[src/rtl/min_search_ctrl_pkg.sv]
// Shared types and defaults for the min_search_ctrl block.
package min_search_ctrl_pkg;

  typedef enum logic [1:0] {
    StIdle = 2'd0,
    StRun  = 2'd1,
    StDone = 2'd2
  } state_e;

  localparam int unsigned DefWidth  = 8;
  localparam int unsigned DefMaxLen = 16;
  localparam int unsigned DefLenW   = 5;

  localparam logic [DefWidth-1:0] MIN_INIT = '1;

endpackage

[src/rtl/min_search_ctrl_min2.sv]
// Two-input unsigned minimum; flags when b is strictly below a so ties keep a.
module min2_unit #(
  parameter int unsigned WIDTH = 8
) (
  input  logic [WIDTH-1:0] a_i,
  input  logic [WIDTH-1:0] b_i,
  output logic [WIDTH-1:0] min_o,
  output logic             b_lt_a_o
);

  assign b_lt_a_o = (b_i < a_i);
  assign min_o    = b_lt_a_o ? b_i : a_i;

endmodule

[src/rtl/min_search_ctrl.sv]
// Length-programmed minimum search over a valid/ready sample stream with done pulse.
module min_search_ctrl
  import min_search_ctrl_pkg::*;
#(
  parameter int unsigned WIDTH   = DefWidth,
  parameter int unsigned MAX_LEN = DefMaxLen,
  parameter int unsigned LEN_W   = DefLenW
) (
  input  logic             clk,
  input  logic             rst,
  input  logic             start,
  input  logic [LEN_W-1:0] len,
  input  logic             in_valid,
  input  logic [WIDTH-1:0] in_data,
  output logic             in_ready,
  output logic             busy,
  output logic             done,
  output logic             empty,
  output logic [WIDTH-1:0] min_val,
  output logic [LEN_W-1:0] min_idx
);

  localparam logic [WIDTH-1:0] MinInit = {WIDTH{1'b1}};
  localparam logic [LEN_W-1:0] LenMax  = LEN_W'(MAX_LEN);

  state_e           state_q, state_d;
  logic [LEN_W-1:0] len_q, len_d;
  logic [LEN_W-1:0] cnt_q, cnt_d;
  logic [WIDTH-1:0] min_val_q, min_val_d;
  logic [LEN_W-1:0] min_idx_q, min_idx_d;
  logic             empty_q, empty_d;

  logic             accept;
  logic [WIDTH-1:0] cmp_min;
  logic             cmp_b_lt_a;

  min2_unit #(
    .WIDTH(WIDTH)
  ) u_min2 (
    .a_i      (min_val_q),
    .b_i      (in_data),
    .min_o    (cmp_min),
    .b_lt_a_o (cmp_b_lt_a)
  );

  assign accept = (state_q == StRun) && in_valid;

  always_comb begin
    state_d   = state_q;
    len_d     = len_q;
    cnt_d     = cnt_q;
    min_val_d = min_val_q;
    min_idx_d = min_idx_q;
    empty_d   = empty_q;
    unique case (state_q)
      StIdle: begin
        if (start) begin
          cnt_d = '0;
          if (len == '0) begin
            state_d   = StDone;
            empty_d   = 1'b1;
            len_d     = '0;
            min_val_d = MinInit;
            min_idx_d = '0;
          end else begin
            state_d = StRun;
            empty_d = 1'b0;
            len_d   = (len > LenMax) ? LenMax : len;
          end
        end
      end
      StRun: begin
        if (accept) begin
          cnt_d = cnt_q + LEN_W'(1);
          // First sample seeds the result; later ones replace it only when strictly smaller.
          if (cnt_q == '0) begin
            min_val_d = in_data;
            min_idx_d = '0;
          end else if (cmp_b_lt_a) begin
            min_val_d = cmp_min;
            min_idx_d = cnt_q;
          end
          if (cnt_q == len_q - LEN_W'(1)) begin
            state_d = StDone;
          end
        end
      end
      StDone: begin
        state_d = StIdle;
      end
      default: begin
        state_d = StIdle;
      end
    endcase
  end

  always_ff @(posedge clk) begin
    if (rst) begin
      state_q   <= StIdle;
      len_q     <= '0;
      cnt_q     <= '0;
      min_val_q <= MinInit;
      min_idx_q <= '0;
      empty_q   <= 1'b0;
    end else begin
      state_q   <= state_d;
      len_q     <= len_d;
      cnt_q     <= cnt_d;
      min_val_q <= min_val_d;
      min_idx_q <= min_idx_d;
      empty_q   <= empty_d;
    end
  end

  assign in_ready = (state_q == StRun);
  assign busy     = (state_q != StIdle);
  assign done     = (state_q == StDone);
  assign empty    = (state_q == StDone) && empty_q;
  assign min_val  = min_val_q;
  assign min_idx  = min_idx_q;

endmodule

[config.mk]
export PLATFORM = sky130hd
export DESIGN_NAME = min_search_ctrl
export DESIGN_NICKNAME = d
export VERILOG_FILES = /design/src/rtl/min_search_ctrl_pkg.sv /design/src/rtl/min_search_ctrl_min2.sv /design/src/rtl/min_search_ctrl.sv
export SDC_FILE = /design/constraint.sdc
export NUM_CORES = 1
export LEC_CHECK = 0
export ABC_CLOCK_PERIOD_IN_PS = 2100
export CORE_UTILIZATION = 25
export CTS_BUF_LIST = sky130_fd_sc_hd__clkbuf_2
export DETAILED_ROUTE_END_ITERATION = 10
export GPL_TIMING_DRIVEN = 0
export PLACE_DENSITY_LB_ADDON = 0.15
export SYNTH_ARGS = -nofsm -noshare
export SYNTH_HDL_FRONTEND = slang
export SYNTH_SLANG_ARGS = --single-unit
[constraint.sdc]
create_clock -name clk -period 2.1 [get_ports clk]
set_input_delay 0.42 -clock clk [delete_from_list [all_inputs] [get_ports clk]]
set_output_delay 0.42 -clock clk [all_outputs]
set_load 0.05 [all_outputs]
==> flow_summary.toml <==
[status]
status = "finished clean"

[global_route]
track_usage_pct = 11.2
grt_max_degree = 15
grtUsageMet1_pct = 15.6
antenna_found_initial = 0
gr-usage-met3_pct = 2.44
grt_pass1_wl_mm = 5.43
grt_pass1_vias = 1156
grt_remaining_overflow = 0
grt-busiest-layer = "met2"
use_met2_pct = 17.5

[power_and_ir_drop]
p_total_mw = 0.913
power.leakage_nw = 0.786
power_density_nw_per_um2 = 473
irDropWorstVdd_mv = 0.251

[floorplanning]
die_x_um = 78.4
initial_core_util_pct = 26.2
core-area_um2 = 5570
ioPinCount = 34
dieArea_um2 = 6150
dieHeight_um = 78.4
row_count = 27

[yosys]
synthesis.nets = 201
synth-edff-count = 0
ys.flop_type = "dfxtp_1"
netlist_instances = 174
yosys.area.top_type_share_pct = 35.6
async_flop_share_pct = 0
synth_warnings = 0
ys_types = 36
avgSynthCellArea_um2 = 8.39
syn-cell-area_um2 = 1460
yosysSeqAreaShare_pct = 35.6
synth_area_leader_cell = "dfxtp_1"
synth_seq_cells = 26
synthTopCellsByArea = "dfxtp_1 36%, mux2i_1 8.9%, ha_1 8.6%"

[clock_tree]
clk_latency_ns = 0.35
clk_pin_slew_ns = 0.25
cts_tree = "built"
cts_made_buffers = 3
clk_path_buf_depth = 2
cts_root_buf = "clkbuf_2"
clkSinkCount = 26
htree_levels = 1

[cells_and_area]
final_cells = 284
nFillCells = 603
area_growth_pct = 32.1
final_area_um2 = 1930
diodes = 0
drive_gt1_share_pct = 11.3
multi_input_area_um2 = 866
nets = 240
final_util_pct = 34.6
ff_latch_area_um2 = 532

[place]
dp.cells = 279
routabilityCongestion = 0.719
placed_area_um2 = 1890
dp_hpwl_mm = 2.50
port_buffers = 33

[routing]
first_iter_violations = 31
drtPass1Iterations = 4
wirelength_mm = 3.21
dr_total_vias = 1255
vias_per_cell = 4.42
routedWlPerCell_um = 11.3
drc = 0
antenna_left = 0

[timing]
hold_viol_final = 0
drv_slew = 0
fin_crit_sh_pct = 95.2
layout_min_cycle_time_ns = 2.00
setup_viol = 0
finClkSkew_ns = 0.0174
max_slew.worst_pin.slew_ns = 0.660
max_freq_mhz = 500
hold_ws_ns = 0.477
relSlewSlack_pct = 55.9

[setup_path]
crit_path_end_kind = "primary output"
worst_path_largest_cell_delay_ns = 0.81
crit_path_max_fanout = 3
path_class = "reg -> out"
path_buf_inv = 1
critical-path-top-delay-family = "buffers and inverters"
cp.required_ns = 1.68
cp_cell_sequence = "clkdlybuf4s50_1"
critPathSlowestCell = "clkdlybuf4s50_1"
cp-start-kind = "flip-flop"
cp_data_arrival_time_ns = 1.58

[flow_run]
maxCapViolCount = 0

[worst_hold_path]
hp-class = "reg -> reg"
-- flip-flops by register name (all words and copies together) (netlist names) --
signal and cells:
state_q 2, empty_q 1, cnt_q 5, len_q 5
min_val 8, min_idx 5
-- through the flow --
step,setup TNS [ns],setup WS [ns]
finish,0,0.102
global route,-0.000610,-0.000610
CTS,0,0.0403
detailed placement,-5.51,-0.492
global placement,-5.67,-0.506
floorplan,0,0.0123
-- metal layers --
layer	up-vias	routed length (um)
li1	665	-
met1	552	1640
met2	36	1400
met3	2	154
met4	0	24
met5	-	0
-- cells in the mapped netlist, types with 2 or more instances --
cell	count
dfxtp_1	26
nor2_1	24
nand2_1	20
inv_1	15
mux2i_1	13
a21oi_1	12
ha_1	10
nand3b_1	6
nand2b_1	4
nand3_1	4
nor3_1	4
xnor2_1	4
xor2_1	4
nand4_1	3
and3_1	2
buf_6	2
clkbuf_1	2
-- cell type report --
cell class,count,area share (%)
flip-flops and latches,26,27.6
multi-input cells,128,44.9
plain buffers,5,1.82
repair buffers,34,17.2
clock buffers,3,0.778
well taps,72,4.67
clock inverters,1,0.195
inverters,15,2.92
-- report_power, final --
part / switching [mW] / leakage (nW) / internal [mW]
combinational: 0.114 / 0.561 / 0.0893
clock: 0.148 / 0.0140 / 0.0414
sequential: 0.0133 / 0.210 / 0.507
-- tightest hold or removal path, stage by stage (launching register included) --
cell and delay [ns]:
dfxtp_1 0.37, nand2_1 0.05, mux2i_1 0.05
-- worst paths after layout --
path              cells past startpoint    endpoint  slack, ns       start
hold / removal                        2  min_idx[4]       0.48  min_idx[4]
setup / recovery                      1  min_val[1]       0.10  min_val[1]
hold reg to reg                       2  min_idx[4]       0.48  min_idx[4]
setup reg to reg                      8  min_val[7]       0.17    cnt_q[0]
-- cell families (layout without fill, tap and decap cells) --
kind of cell	count (synthesis)	count (layout)	share of synthesized area [%]
AND/OR/NAND/NOR	75	75	26.0
flip-flops	26	26	35.6
AO/OA/AOI/OAI	22	22	9.85
buffers and inverters	20	58	6.25
multiplexers	13	13	8.91
adder cells (fa/ha/maj)	10	10	8.57
XOR/XNOR	8	8	4.80
-- cell usage in the layout, fill, tap and decap left out, drive strengths merged, types with 2 or more instances in the layout --
cell type and count:
dfxtp 26, clkdlybuf4s50 29, xor2 4, nor3 4, nand2b 4, nor2 24
and3 2, clkbuf 6, inv 15, nand3b 6, xnor2 4, o21ai 3
a21oi 12, ha 10, nand3 4, nand4 3, dlygate4sd2 2, nand2 21
buf 4, mux2i 13
-- repair_timing --
item                                    in CTS  in global routing
pin swaps                                    1                  0
buffers inserted                             1                  0
endpoints found under the setup margin      15                 13
gates cloned                                 0                  0
gates resized for setup                      8                  7
hold buffers                                 0                  0
(Power assumes the default switching activity.)
